==> src/rtl/cpu_run_monitor.sv <==
// cpu_run_monitor: sequences core reset, then watches the core PC to detect
// halt (PC stuck for HALT_REPEAT samples) or a RUN-cycle budget timeout.
//
// Ports:
//   clock, reset       rising-edge clock, synchronous active-high reset
//   pc                 core final address, sampled every RUN edge
//   core_reset         reset driven to the core (high during HOLD)
//   state              0=HOLD 1=RUN 2=HALTED 3=TIMEOUT
//   cycle_count        RUN cycles elapsed
//   halted/timeout     terminal-state flags, done = halted | timeout
//   last_pc            most recent sampled pc
//   trace_idx          trace read index, 0 = newest distinct pc
//   trace_pc           trace entry at trace_idx (combinational)
//
// Build option: define CPU_RUN_MON_TRACE_EN to build the distinct-PC trace
// buffer; without it trace_pc reads 0 and trace_idx is ignored.

module cpu_run_monitor #(
    parameter int ADDR_W       = 32,
    parameter int CNT_W        = 16,
    parameter int RESET_CYCLES = 2,
    parameter int MAX_CYCLES   = 50,
    parameter int HALT_REPEAT  = 4,
    parameter int TRACE_DEPTH  = 8,
    localparam int TIDX_W      = $clog2(TRACE_DEPTH)
) (
    input  logic              clock,
    input  logic              reset,
    input  logic [ADDR_W-1:0] pc,
    output logic              core_reset,
    output logic [1:0]        state,
    output logic [CNT_W-1:0]  cycle_count,
    output logic              halted,
    output logic              timeout,
    output logic              done,
    output logic [ADDR_W-1:0] last_pc,
    input  logic [TIDX_W-1:0] trace_idx,
    output logic [ADDR_W-1:0] trace_pc
);

    localparam int HW = $clog2(RESET_CYCLES + 1);
    localparam int RW = $clog2(HALT_REPEAT + 1);

    localparam logic [HW-1:0]    HOLD_LAST = HW'(RESET_CYCLES - 1);
    localparam logic [RW-1:0]    RUN_MAX   = RW'(HALT_REPEAT);
    localparam logic [CNT_W-1:0] CYC_MAX   = CNT_W'(MAX_CYCLES);

    typedef enum logic [1:0] {
        S_HOLD    = 2'd0,
        S_RUN     = 2'd1,
        S_HALTED  = 2'd2,
        S_TIMEOUT = 2'd3
    } state_t;

    state_t            state_q, state_d;
    logic [HW-1:0]     hold_cnt_q, hold_cnt_d;
    logic [CNT_W-1:0]  cycle_q, cycle_d;
    logic [ADDR_W-1:0] last_pc_q, last_pc_d;
    logic [RW-1:0]     run_len_q, run_len_d;
    logic              run_restart;

    // A zero run length marks the first RUN edge, which always restarts.
    assign run_restart = (run_len_q == '0) || (pc != last_pc_q);

    // State register
    always_ff @(posedge clock) begin
        if (reset) begin
            state_q <= S_HOLD;
        end else begin
            state_q <= state_d;
        end
    end

    // Datapath registers
    always_ff @(posedge clock) begin
        if (reset) begin
            hold_cnt_q <= '0;
            cycle_q    <= '0;
            last_pc_q  <= '0;
            run_len_q  <= '0;
        end else begin
            hold_cnt_q <= hold_cnt_d;
            cycle_q    <= cycle_d;
            last_pc_q  <= last_pc_d;
            run_len_q  <= run_len_d;
        end
    end

    // Next-state and datapath update
    always_comb begin
        state_d    = state_q;
        hold_cnt_d = hold_cnt_q;
        cycle_d    = cycle_q;
        last_pc_d  = last_pc_q;
        run_len_d  = run_len_q;
        unique case (state_q)
            S_HOLD: begin
                hold_cnt_d = hold_cnt_q + 1'b1;
                if (hold_cnt_q == HOLD_LAST) begin
                    state_d = S_RUN;
                end
            end
            S_RUN: begin
                cycle_d   = cycle_q + 1'b1;
                last_pc_d = pc;
                if (run_restart) begin
                    run_len_d = RW'(1);
                end else if (run_len_q == RUN_MAX) begin
                    run_len_d = RUN_MAX;
                end else begin
                    run_len_d = run_len_q + 1'b1;
                end
                // Halt wins over timeout on the same edge.
                if (run_len_d == RUN_MAX) begin
                    state_d = S_HALTED;
                end else if (cycle_d == CYC_MAX) begin
                    state_d = S_TIMEOUT;
                end
            end
            default: begin
            end
        endcase
    end

    // Outputs decode registered state only.
    always_comb begin
        state       = state_q;
        core_reset  = (state_q == S_HOLD);
        halted      = (state_q == S_HALTED);
        timeout     = (state_q == S_TIMEOUT);
        done        = halted | timeout;
        cycle_count = cycle_q;
        last_pc     = last_pc_q;
    end

`ifdef CPU_RUN_MON_TRACE_EN
    logic [ADDR_W-1:0] trace_q [TRACE_DEPTH];
    logic [TIDX_W-1:0] wptr_q;
    logic [TIDX_W-1:0] rd_ptr;

    always_ff @(posedge clock) begin
        if (reset) begin
            for (int i = 0; i < TRACE_DEPTH; i++) begin
                trace_q[i] <= '0;
            end
            wptr_q <= '0;
        end else if (state_q == S_RUN && run_restart) begin
            trace_q[wptr_q] <= pc;
            wptr_q          <= wptr_q + 1'b1;
        end
    end

    // Newest entry sits just behind the write pointer; wraps naturally.
    assign rd_ptr   = wptr_q - TIDX_W'(1) - trace_idx;
    assign trace_pc = trace_q[rd_ptr];
`else
    logic unused_trace_idx;
    assign unused_trace_idx = ^trace_idx;
    assign trace_pc         = '0;
`endif

endmodule

==> config.mk <==
export PLATFORM = sky130hd
export DESIGN_NAME = cpu_run_monitor
export DESIGN_NICKNAME = d
export VERILOG_FILES = /design/src/rtl/cpu_run_monitor.sv
export SDC_FILE = /design/constraint.sdc
export NUM_CORES = 1
export LEC_CHECK = 0
export CELL_PAD_IN_SITES_DETAIL_PLACEMENT = 0
export CELL_PAD_IN_SITES_GLOBAL_PLACEMENT = 1
export CORE_UTILIZATION = 30
export DETAILED_ROUTE_END_ITERATION = 16
export GPL_TIMING_DRIVEN = 0
export PLACE_DENSITY = 0.81
export SYNTH_ARGS = -nofsm -noshare
export SYNTH_HDL_FRONTEND = slang
export SYNTH_SLANG_ARGS = --single-unit
export TNS_END_PERCENT = 20
==> constraint.sdc <==
create_clock -name clock -period 1.9 [get_ports clock]
set_input_delay 0.19 -clock clock [delete_from_list [all_inputs] [get_ports clock]]
set_output_delay 0.19 -clock clock [all_outputs]
set_load 0.05 [all_outputs]
==> impl_metrics.prom <==
# TYPE chip_impl_metric gauge
chip_impl_metric{name="io_pins",unit=""} 123
chip_impl_metric{name="post-route-min-period",unit="ns"} 1.852
chip_impl_metric{name="antenna_violations_before_repair",unit=""} 0
chip_impl_metric{name="static-leakage-power",unit="nW"} 1.684
chip_impl_metric{name="pwr_per_cell_area",unit="nW/um^2"} 1037
chip_impl_metric{name="place.detailed.hpwl",unit="mm"} 5.935
chip_impl_info{name="ys_top_cells_by_count",value="nand2_1 (73), dfxtp_1 (55), xnor2_1 (39)"} 1
chip_impl_metric{name="pre_cts_ws",unit="ns"} -0.3938
chip_impl_info{name="synth.most_common_cell",value="nand2_1"} 1
chip_impl_metric{name="synth.avg_cell_area",unit="sq um"} 8.012
chip_impl_metric{name="post_synth_design_cell_area",unit="sq um"} 2980
chip_impl_info{name="outcome",value="complete, no violations"} 1
chip_impl_metric{name="drt-wirelength-per-cell",unit="um"} 12.58
chip_impl_metric{name="timing.fmax",unit="GHz"} 0.5400
chip_impl_metric{name="holdBufCountCts",unit=""} 0
chip_impl_metric{name="fillCellCount",unit=""} 977
chip_impl_metric{name="timing.final.ws_setup",unit="ns"} 0.04817
chip_impl_metric{name="setup_skew_after_layout",unit="ns"} 0.01560
chip_impl_metric{name="number_of_global_route_vias_before_repair",unit=""} 2540
chip_impl_metric{name="placement_rows",unit=""} 36
chip_impl_metric{name="final_layout_size_suffix_gt1_share",unit="%"} 16.37
chip_impl_metric{name="timing.critical_path.arrival",unit="ns"} 1.66
chip_impl_metric{name="max_slew_margin",unit="%"} 61.40
chip_impl_metric{name="worst_slew_pin_slew",unit="ns"} 0.5790
chip_impl_info{name="grt_setup_unrepaired",value="yes"} 1
chip_impl_metric{name="report.final.slew_viol_count",unit=""} 0
chip_impl_metric{name="placement.io_buffers",unit=""} 87
chip_impl_metric{name="setup_violations",unit=""} 0
chip_impl_info{name="cell_with_the_biggest_individual_delay_on_the_critical_path",value="clkdlybuf4s50_1"} 1
chip_impl_metric{name="maxCapViolations",unit=""} 0
chip_impl_metric{name="synth.distinct_cells",unit=""} 42
chip_impl_metric{name="drcViolationCount",unit=""} 0
chip_impl_metric{name="vias_per_cell",unit=""} 4.432
chip_impl_metric{name="cts_inserted_buffers",unit=""} 5
chip_impl_metric{name="clock_sinks",unit=""} 55
chip_impl_metric{name="die_w",unit="um"} 101.7
chip_impl_info{name="synth_area_leader_cell",value="dfxtp_1"} 1
chip_impl_metric{name="fin_hold_ws",unit="ns"} 0.1723
chip_impl_metric{name="vias",unit=""} 2810
chip_impl_metric{name="reg2reg_depth",unit=""} 6
chip_impl_metric{name="chipHeight",unit="um"} 101.7
chip_impl_metric{name="grt_usage",unit="%"} 15.61
chip_impl_metric{name="layout_worst_path_cycle_share",unit="%"} 97.46
chip_impl_info{name="crit-reg2reg-launch",value="last_pc[8]"} 1
chip_impl_metric{name="grt_max_degree",unit=""} 19
chip_impl_metric{name="ir_worst_vdd",unit="mV"} 0.6139
chip_impl_metric{name="drt-initial-drc-count",unit=""} 100
chip_impl_info{name="cp-end-kind",value="output pin"} 1
chip_impl_metric{name="post-route-util",unit="%"} 45.25
chip_impl_info{name="endpoint",value="timeout"} 1
chip_impl_info{name="cts.root.buffer_cell",value="clkbuf_8"} 1
chip_impl_info{name="cp_cell_sequence",value="and2_1 -> clkdlybuf4s50_1"} 1
chip_impl_info{name="crit_start",value="state[1]"} 1
chip_impl_info{name="leading_post_synthesis_cells_by_cell_area",value="dfxtp_1 (37%), xnor2_1 (11%), nand2_1 (9.2%), buf_4 (8.1%), a21oi_1 (6.0%)"} 1
chip_impl_info{name="critical_path_launch_point_type",value="flip-flop"} 1
chip_impl_metric{name="post-synth-top-area-fraction",unit="%"} 36.94
chip_impl_info{name="setup.worst_path.class",value="reg2out"} 1
chip_impl_metric{name="postSynthRegisterBits",unit=""} 55
chip_impl_metric{name="min_delay_path_depth",unit=""} 3
chip_impl_metric{name="finalHoldViolations",unit=""} 0
chip_impl_metric{name="cts_max_level",unit=""} 2
chip_impl_metric{name="netlist_instances",unit=""} 372
chip_impl_metric{name="gp_congestion",unit=""} 0.7915
chip_impl_metric{name="fin_nets",unit=""} 542
chip_impl_info{name="synth_top_flop_cell",value="dfxtp_1"} 1
chip_impl_metric{name="number_of_synthesized_flops_with_an_enable_pin",unit=""} 0
chip_impl_metric{name="critical_path_peak_fanout",unit=""} 8
chip_impl_metric{name="clockBufferDepth",unit=""} 2
chip_impl_info{name="cts_tree",value="done"} 1
chip_impl_metric{name="drtAntennaViolNets",unit=""} 0
chip_impl_metric{name="rrSetupSlack",unit="ns"} 0.06
chip_impl_metric{name="insertion_delay",unit="ns"} 0.32
chip_impl_metric{name="seq_area_frac_synth",unit="%"} 36.94
chip_impl_metric{name="detailed_router_iteration_count_before_antenna_repair",unit=""} 4
chip_impl_info{name="r2r_endpoint",value="state[1]"} 1
chip_impl_metric{name="yosys_warnings",unit=""} 0
chip_impl_metric{name="antenna_cells_inserted",unit=""} 0
chip_impl_info{name="min_delay_worst_type",value="in2reg"} 1
chip_impl_metric{name="clkTransAtPathRegs",unit="ns"} 0.12
chip_impl_metric{name="setup-tns-final",unit="ns"} 0
chip_impl_metric{name="grt-ovfl-total",unit=""} 0
chip_impl_metric{name="crit_required",unit="ns"} 1.71
chip_impl_metric{name="area_growth_syn_to_layout",unit="%"} 47.02
chip_impl_metric{name="initial_core_util",unit="%"} 30.78
chip_impl_metric{name="core-area",unit="sq um"} 9684
chip_impl_metric{name="die-area",unit="sq um"} 10340
chip_impl_metric{name="post_route_wl",unit="mm"} 7.978
chip_impl_metric{name="cp_slowest_stage_delay",unit="ns"} 0.79
chip_impl_metric{name="ys_async_sr_fraction",unit="%"} 0
chip_impl_metric{name="global_route_wire_length_before_repair",unit="mm"} 12.58
## sequential cells by signal, summed over array words and instances (netlist names)
name and flops:
hold_cnt_q 2, last_pc 32, run_len_q 3, cycle_count 16
state 2
## power by group
part           switching [mW]  internal, mW
registers               0.198          1.35
clock network           0.428         0.309
logic                    1.47         0.782
total                    2.10          2.45
## final cells by class
| type | count | area (sq um) | area share [%] |
|---|---|---|---|
| clock inverter | 2 | 20.02 | 0.4569 |
| tap | 133 | 166.4 | 3.798 |
| sequential | 55 | 1122 | 25.61 |
| buffer | 55 | 334.1 | 7.624 |
| multi-input combinational | 288 | 1730 | 39.49 |
| inverter | 5 | 23.77 | 0.5425 |
| clock buffer | 6 | 82.58 | 1.885 |
| timing repair buffer | 90 | 902.1 | 20.59 |
## through the flow
stage / std cells / cell area (sq um) / power, mW
finish: 634 / 4382 / 4.546
global route: 634 / 4382 / 4.811
CTS: 631 / 4277 / 4.512
detailed placement: 623 / 4141 / 3.749
global placement: 623 / 4141 / 3.711
floorplan: 403 / 3104 / 3.044
## per-layer routing
layer / routed length (um) / global-route usage [%] / vias up
li1: - / - / 1437
met1: 3519 / 18.81 / 1265
met2: 3694 / 26.77 / 101
met3: 694 / 5.314 / 7
met4: 70 / 3.456 / 0
met5: 0 / 0 / -
## timing repair
action	4_1_cts	5_1_grt
pin swaps	2	13
endpoints found under the setup margin	6	9
buffers inserted	0	3
resized for setup	7	28
## logic make-up after synthesis
group | synth area share (%)
fa+ha+maj | 2.099
simple gates | 21.70
buf+inv | 11.84
mux | 0.3359
flops | 36.94
xor+xnor | 15.58
other cells | 0.1258
compound gates | 11.38
## worst min path at each step
| stage | start | end | slack, ns |
|---|---|---|---|
| after floorplan | pc[10] | last_pc[10] | 0.33 |
| final | pc[17] | last_pc[17] | 0.17 |
| after global placement | last_pc[27] | last_pc[27] | 0.47 |
| after CTS | pc[19] | last_pc[19] | 0.45 |
| after detailed placement | last_pc[1] | last_pc[1] | 0.47 |
| after global routing | pc[17] | last_pc[17] | 0.20 |
## layout by cell type, fill, tap and decap left out, types with 3 or more instances in the layout
cell type	n
a211oi_1	3
a21oi_1	36
buf_1	3
buf_2	6
buf_4	35
clkbuf_1	14
clkbuf_8	6
clkdlybuf4s50_1	82
conb_1	32
dfxtp_1	40
dfxtp_2	14
dlymetal6s2s_1	4
ha_1	4
inv_1	3
nand2_1	73
nand3_1	8
nand4_1	12
nor2_1	23
nor3_1	5
xnor2_1	35
xnor2_2	4
xor2_1	14
## critical path: cells and delay by family (launching register included)
kind | cells | cell delay, ns
buf+inv | 1 | 0.79
flops | 1 | 0.42
simple gates | 1 | 0.14
No activity file was read; power rests on OpenSTA's default activity.
